==> src/rtl/reg_write_arbiter_if.sv <==
// Write-request bus between the three requesters and the register-bank arbiter.
// The master side drives requests; the slave side grants and drives the bank.
interface reg_write_arbiter_if #(
    parameter int WORD_SIZE  = 16,
    parameter int REG_ADDR_W = 3
);
    localparam int NUM_REGS = 2 ** REG_ADDR_W;

    logic [2:0]              req;
    logic [2:0]              lock;
    logic [5:0]              op;
    logic [3*REG_ADDR_W-1:0] addr;
    logic [3*WORD_SIZE-1:0]  wdata;
    logic [2:0]              gnt;
    logic [NUM_REGS-1:0]     regEnable;
    logic                    regLoad;
    logic                    regSclr;
    logic                    regSset;
    logic [WORD_SIZE-1:0]    regInputData;
    logic                    busy;

    modport master (
        output req, lock, op, addr, wdata,
        input  gnt, regEnable, regLoad, regSclr, regSset,
        input  regInputData, busy
    );

    modport slave (
        input  req, lock, op, addr, wdata,
        output gnt, regEnable, regLoad, regSclr, regSset,
        output regInputData, busy
    );
endinterface

==> src/rtl/reg_write_arbiter.sv <==
// Round-robin write arbiter for the register bank with optional locked bursts.
// Grants are combinational; the bank control strobes are registered.
module reg_write_arbiter #(
    parameter int WORD_SIZE  = 16,
    parameter int REG_ADDR_W = 3,
    parameter int MAX_BURST  = 4
) (
    input  logic               clk,
    input  logic               reset,
    reg_write_arbiter_if.slave bus
);
    localparam int         NUM_REGS = 2 ** REG_ADDR_W;
    localparam logic [3:0] MAX_CNT  = 4'(MAX_BURST);
    localparam bit         LOCK_EN  = (MAX_BURST > 1);

    typedef enum logic {ARB, LOCKED} state_e;

    state_e                state_q, state_d;
    logic [1:0]            ptr_q, ptr_d;
    logic [1:0]            owner_q, owner_d;
    logic [3:0]            cnt_q, cnt_d;
    logic [1:0]            sel;
    logic [1:0]            cand;
    logic                  hit;
    logic [REG_ADDR_W-1:0] sel_addr;
    logic [1:0]            sel_op;
    logic [NUM_REGS-1:0]   en_q, en_d;
    logic                  ld_q, ld_d;
    logic                  clr_q, clr_d;
    logic                  set_q, set_d;
    logic [WORD_SIZE-1:0]  data_q, data_d;

    function automatic logic [1:0] inc3(input logic [1:0] p);
        return (p == 2'd2) ? 2'd0 : p + 2'd1;
    endfunction

    always_comb begin
        state_d = state_q;
        ptr_d   = ptr_q;
        owner_d = owner_q;
        cnt_d   = cnt_q;
        hit     = 1'b0;
        sel     = 2'd0;
        cand    = ptr_q;
        if (!reset) begin
            unique case (state_q)
                ARB: begin
                    for (int i = 0; i < 3; i++) begin
                        if (!hit && bus.req[cand]) begin
                            hit = 1'b1;
                            sel = cand;
                        end
                        cand = inc3(cand);
                    end
                    if (hit) begin
                        ptr_d = inc3(sel);
                        if (LOCK_EN && bus.lock[sel]) begin
                            state_d = LOCKED;
                            owner_d = sel;
                            cnt_d   = 4'd1;
                        end
                    end
                end
                LOCKED: begin
                    sel = owner_q;
                    // A full burst forces a pass so the others get offered first
                    if (cnt_q >= MAX_CNT || !bus.req[owner_q]) begin
                        state_d = ARB;
                        ptr_d   = inc3(owner_q);
                    end else if (bus.lock[owner_q]) begin
                        hit   = 1'b1;
                        cnt_d = cnt_q + 4'd1;
                    end else begin
                        hit     = 1'b1;
                        state_d = ARB;
                        ptr_d   = inc3(owner_q);
                    end
                end
                default: state_d = ARB;
            endcase
        end
    end

    always_comb begin
        sel_addr = bus.addr[int'(sel)*REG_ADDR_W +: REG_ADDR_W];
        sel_op   = bus.op[int'(sel)*2 +: 2];
        en_d     = '0;
        ld_d     = 1'b0;
        clr_d    = 1'b0;
        set_d    = 1'b0;
        data_d   = '0;
        if (hit) begin
            en_d[sel_addr] = 1'b1;
            ld_d   = (sel_op == 2'b01);
            clr_d  = (sel_op == 2'b10);
            set_d  = (sel_op == 2'b11);
            data_d = bus.wdata[int'(sel)*WORD_SIZE +: WORD_SIZE];
        end
    end

    always_ff @(posedge clk) begin
        if (reset) begin
            state_q <= ARB;
            ptr_q   <= 2'd0;
            owner_q <= 2'd0;
            cnt_q   <= 4'd0;
            en_q    <= '0;
            ld_q    <= 1'b0;
            clr_q   <= 1'b0;
            set_q   <= 1'b0;
            data_q  <= '0;
        end else begin
            state_q <= state_d;
            ptr_q   <= ptr_d;
            owner_q <= owner_d;
            cnt_q   <= cnt_d;
            en_q    <= en_d;
            ld_q    <= ld_d;
            clr_q   <= clr_d;
            set_q   <= set_d;
            data_q  <= data_d;
        end
    end

    assign bus.gnt          = hit ? (3'b001 << sel) : 3'b000;
    assign bus.regEnable    = en_q;
    assign bus.regLoad      = ld_q;
    assign bus.regSclr      = clr_q;
    assign bus.regSset      = set_q;
    assign bus.regInputData = data_q;
    assign bus.busy         = (state_q == LOCKED);
endmodule

==> src/flat_wrapper.sv <==
// flat-port wrapper written by rule: the top's interface ports become plain ports
module reg_write_arbiter_flat 
#(
    parameter int WORD_SIZE  = 16,
    parameter int REG_ADDR_W = 3,
    parameter int MAX_BURST  = 4
)
  (clk, reset, bus_req, bus_lock, bus_op, bus_addr, bus_wdata, bus_gnt, bus_regEnable, bus_regLoad, bus_regSclr, bus_regSset, bus_regInputData, bus_busy);
  reg_write_arbiter_if #(.WORD_SIZE(WORD_SIZE), .REG_ADDR_W(REG_ADDR_W)) bus_i ();
  input  logic clk;
  input  logic reset;
  input wire logic [$bits(bus_i.req)-1:0] bus_req;
  input wire logic [$bits(bus_i.lock)-1:0] bus_lock;
  input wire logic [$bits(bus_i.op)-1:0] bus_op;
  input wire logic [$bits(bus_i.addr)-1:0] bus_addr;
  input wire logic [$bits(bus_i.wdata)-1:0] bus_wdata;
  output wire logic [$bits(bus_i.gnt)-1:0] bus_gnt;
  output wire logic [$bits(bus_i.regEnable)-1:0] bus_regEnable;
  output wire logic [$bits(bus_i.regLoad)-1:0] bus_regLoad;
  output wire logic [$bits(bus_i.regSclr)-1:0] bus_regSclr;
  output wire logic [$bits(bus_i.regSset)-1:0] bus_regSset;
  output wire logic [$bits(bus_i.regInputData)-1:0] bus_regInputData;
  output wire logic [$bits(bus_i.busy)-1:0] bus_busy;
  assign bus_i.req = bus_req;
  assign bus_i.lock = bus_lock;
  assign bus_i.op = bus_op;
  assign bus_i.addr = bus_addr;
  assign bus_i.wdata = bus_wdata;
  assign bus_gnt = bus_i.gnt;
  assign bus_regEnable = bus_i.regEnable;
  assign bus_regLoad = bus_i.regLoad;
  assign bus_regSclr = bus_i.regSclr;
  assign bus_regSset = bus_i.regSset;
  assign bus_regInputData = bus_i.regInputData;
  assign bus_busy = bus_i.busy;
  reg_write_arbiter #(.WORD_SIZE(WORD_SIZE), .REG_ADDR_W(REG_ADDR_W), .MAX_BURST(MAX_BURST)) u_core (.clk(clk), .reset(reset), .bus(bus_i));
endmodule
==> config.mk <==
export PLATFORM = sky130hd
export DESIGN_NAME = reg_write_arbiter_flat
export DESIGN_NICKNAME = d
export VERILOG_FILES = /design/src/rtl/reg_write_arbiter_if.sv /design/src/rtl/reg_write_arbiter.sv /design/src/flat_wrapper.sv
export SDC_FILE = /design/constraint.sdc
export NUM_CORES = 1
export LEC_CHECK = 0
export CAP_MARGIN = 20
export CELL_PAD_IN_SITES_DETAIL_PLACEMENT = 1
export CELL_PAD_IN_SITES_GLOBAL_PLACEMENT = 2
export CORE_ASPECT_RATIO = 1.2
export CORE_MARGIN = 2
export CORE_UTILIZATION = 21
export DETAILED_ROUTE_END_ITERATION = 7
export PLACE_DENSITY_LB_ADDON = 0.1
export SLEW_MARGIN = 10
export SYNTH_ARGS = -nofsm -noshare
export SYNTH_HDL_FRONTEND = slang
export SYNTH_SLANG_ARGS = --single-unit
==> constraint.sdc <==
create_clock -name clk -period 3 [get_ports clk]
set_clock_uncertainty 0.2 [all_clocks]
set_input_delay 0.6 -clock clk [delete_from_list [all_inputs] [get_ports clk]]
set_output_delay 0.6 -clock clk [all_outputs]
set_load 0.03 [all_outputs]
==> results.cfg <==
[synth]
netlist_area_um2 = 1800
synthesis.nets = 256
ys_warn_count = 0
synthTopCellsByArea = dfxtp_1 (40%), mux2i_1 (13%), a2bb2oi_1 (10%)
synth_seq_cells = 36
synth_cell_type_count = 42
synth_top_area_share = 0.401
synth_ff_type = dfxtp_1
syn_avg_cell_area_um2 = 9.76
synth_seq_area_share = 0.401
synth_edf_count = 0
synthCells = 184
yosys.area.top_type = dfxtp_1
postSynth.asyncResetShare = 0

[worst_setup_path]
setup.worst_path.end = bus_gnt[2]
critical_path.slowest_cell = o41ai_4
cpMostUsedCell = buf_4
reg2regPathDepth = 11
r2r_slack_ns = 0.41
startpoint_type = input port
crit_type = input port to output pin
crit_buf_inv = 5
critical_path.top_delay_family = buffers and inverters
max_stage_delay_ns = 0.44
critPathArrivalTime_ns = 2.07
path_cells = dlygate4sd2_1 -> inv_1 -> buf_4 -> a21oi_2 -> o41ai_4 -> buf_4 -> nor2b_2 -> buf_6
r2r_start = u_core.ptr_q[0]
end_kind = output pin
startpoint = bus_req[1]
regToRegEndpoint = u_core.bus.regInputData[8]
cp.depth = 8
cp.required_ns = 2.20
path_max_fanout = 4

[placement]
place_congestion = 0.765
numPortBuffers = 101
dp_hpwl_um = 5140
dp_cells = 414

[sta]
drv_slew = 0
finalCritPeriodShare = 0.956
hold_violations = 0
fin_tns_setup_ns = 0
hold_slack_ns = 0.270
period_needed_ns = 2.87
setup_viol = 0
rsz0062_at_grt = no
relSlewSlack = 0.717
clock.fmax_mhz = 349
tightestPinTransition_ns = 0.422

[global_routing]
grt_pass1_vias = 2087
grt_max_degree = 20
overflow = 0
grt.total_usage = 0.139
antenna_found_initial = 0
grt_pass1_wl_um = 10000

[clock_network]
insertion_delay_ns = 0.28
cts_tree = done
cts_buffer_depth = 2
tritoncts.num_buffers = 5
cts.sinks = 36
ctsHoldBuffers = 0
ctsRootBufferMaster = clkbuf_8
htreeDepth = 2
cts.clk_slew.worst_paths_ns = 0.07

[route]
met3_length_um = 474
highest_layer = met4
routedWlPerCell_um = 14.8
viasPerCell = 4.46
met1_length_um = 2350
drtPass1Iterations = 4
dr_total_vias = 1892
drc = 0
dr_wl_met2_um = 3380
totalWireLength_um = 6260
ant_nets = 0
dr.first_iter.drc_count = 15

[floorplanning]
fp.dieW_um = 88.4
io_pins = 102
initial_core_util = 0.219
rows = 36
dieArea_um2 = 9310
dieHeight_um = 105
core_area_um2 = 8200

[final_layout]
syn2layout_area_growth_pct = 80.8
layout-drive-gt1-share = 0.177
layout.cells.non_filler = 424
n_antenna_cell = 0
final_nets = 382
nFillCells = 966

[power_and_ir_drop]
combPwrFrac = 0.381
total_power_uw = 1390
power_frac_seq = 0.388
p_clk_frac = 0.231
p_switching_uw = 433
switching_share = 0.312
p_int_uw = 955
total_leakage_power_uw = 0.00122
powerDensity_nw_per_um2 = 427
ir_drop_mv = 0.159

[flow_run]
cap_violations = 0

[min_path]
holdCritPathClass = flop to flop

[run_status]
status = finished, final reports clean
[worst min-delay path by stage]
stage               startpoint              end  slack, ns  cells after the start
2_1_floorplan  u_core.cnt_q[2]  u_core.cnt_q[2]       0.25                      2
3_3_place_gp   u_core.cnt_q[2]  u_core.cnt_q[2]       0.26                      2
3_5_place_dp   u_core.cnt_q[2]  u_core.cnt_q[2]       0.27                      2
4_1_cts        u_core.cnt_q[2]  u_core.cnt_q[2]       0.28                      2
5_1_grt        u_core.cnt_q[2]  u_core.cnt_q[2]       0.31                      2
6_report       u_core.cnt_q[2]  u_core.cnt_q[2]       0.27                      2
[cells by family (layout without fill, tap and decap cells)]
| family | count (synthesis) | after routing | synth area share |
|---|---|---|---|
| compound gates | 46 | 46 | 0.229 |
| fa+ha+maj | 1 | 1 | 0.00697 |
| buf+inv | 15 | 141 | 0.0474 |
| flops | 36 | 36 | 0.401 |
| mux | 25 | 25 | 0.140 |
| simple gates | 61 | 61 | 0.176 |
[worst min-delay path, cell delays in order, from the launching register on]
cell,delay (ns)
dfxtp_1,0.31
nand2b_1,0.07
a21oi_1,0.05
[cell usage after synthesis, drive strengths merged (3+ instances only)]
master / number
dfxtp: 36
mux2i: 24
nor2: 23
a2bb2oi: 21
nand2: 8
nor4: 8
clkbuf: 7
buf: 6
a21oi: 5
nor3: 4
nor3b: 4
nand2b: 3
nand3: 3
o21ai: 3
o2bb2ai: 3
[metal layers]
metal,GRT usage,vias to the layer above
li1,-,934
met1,0.144,897
met2,0.263,57
met3,0.0470,4
met4,0.0292,0
met5,0,-
[power groups by stage]
stage	combinational, uW	clock, uW	sequential (uW)
2_1_floorplan	203	0	611
3_3_place_gp	520	0	548
3_5_place_dp	522	0	548
4_1_cts	538	338	539
5_1_grt	571	360	543
6_report	529	321	538
[placed cells by master (no fill, tap or decap), types with 2 or more instances in the layout]
cell type        count
dfxtp_1             36
buf_6                2
or3_4                2
nor3_1               3
buf_12               2
nand3b_1             2
o21ai_0              3
nor2_1              23
nand2b_1             2
nand2_1              8
a2bb2oi_1           21
mux2i_1             24
or3b_2               2
dlygate4sd2_1        3
nand3_1              3
inv_1                2
nor4_1               8
o2bb2ai_1            3
o21a_1               2
clkdlybuf4s50_1     94
nor3b_1              4
clkbuf_8             5
a21oi_1              3
buf_4               30
[sequential cells by signal, summed over array words and instances, names as in the netlist]
name and cells:
u_core.owner_q 2, u_core.bus.regSclr 1, u_core.bus.regSset 1, u_core.bus.regEnable 8, u_core.ptr_q 2, u_core.bus.regLoad 1
u_core.cnt_q 4, u_core.bus.regInputData 16, u_core.bus.busy 1
[layout make-up]
cell class / count / area, um^2 / area share
timing repair buffer: 132 / 1270 / 0.390
clock inverter: 1 / 5.00 / 0.00154
inverter: 2 / 7.51 / 0.00231
tap: 114 / 143 / 0.0439
multi-input combinational: 133 / 1030 / 0.318
sequential: 36 / 721 / 0.222
clock buffer: 6 / 72.6 / 0.0224
[timing repair]
item	in CTS	in global routing
pin swaps	5	1
resized for setup	11	1
buffers inserted	3	0
setup endpoints to repair	3	3
[through the flow]
step	instance area, um^2	util	setup WS (ns)
after floorplan	1800	-	-0.0120
after global placement	3100	0.378	-0.179
after detailed placement	3100	0.378	-0.189
after CTS	3240	0.396	0.0165
after global routing	3250	0.396	0.0372
final	3250	0.396	0.133
Note: power is estimated with default switching activity, not from simulation.
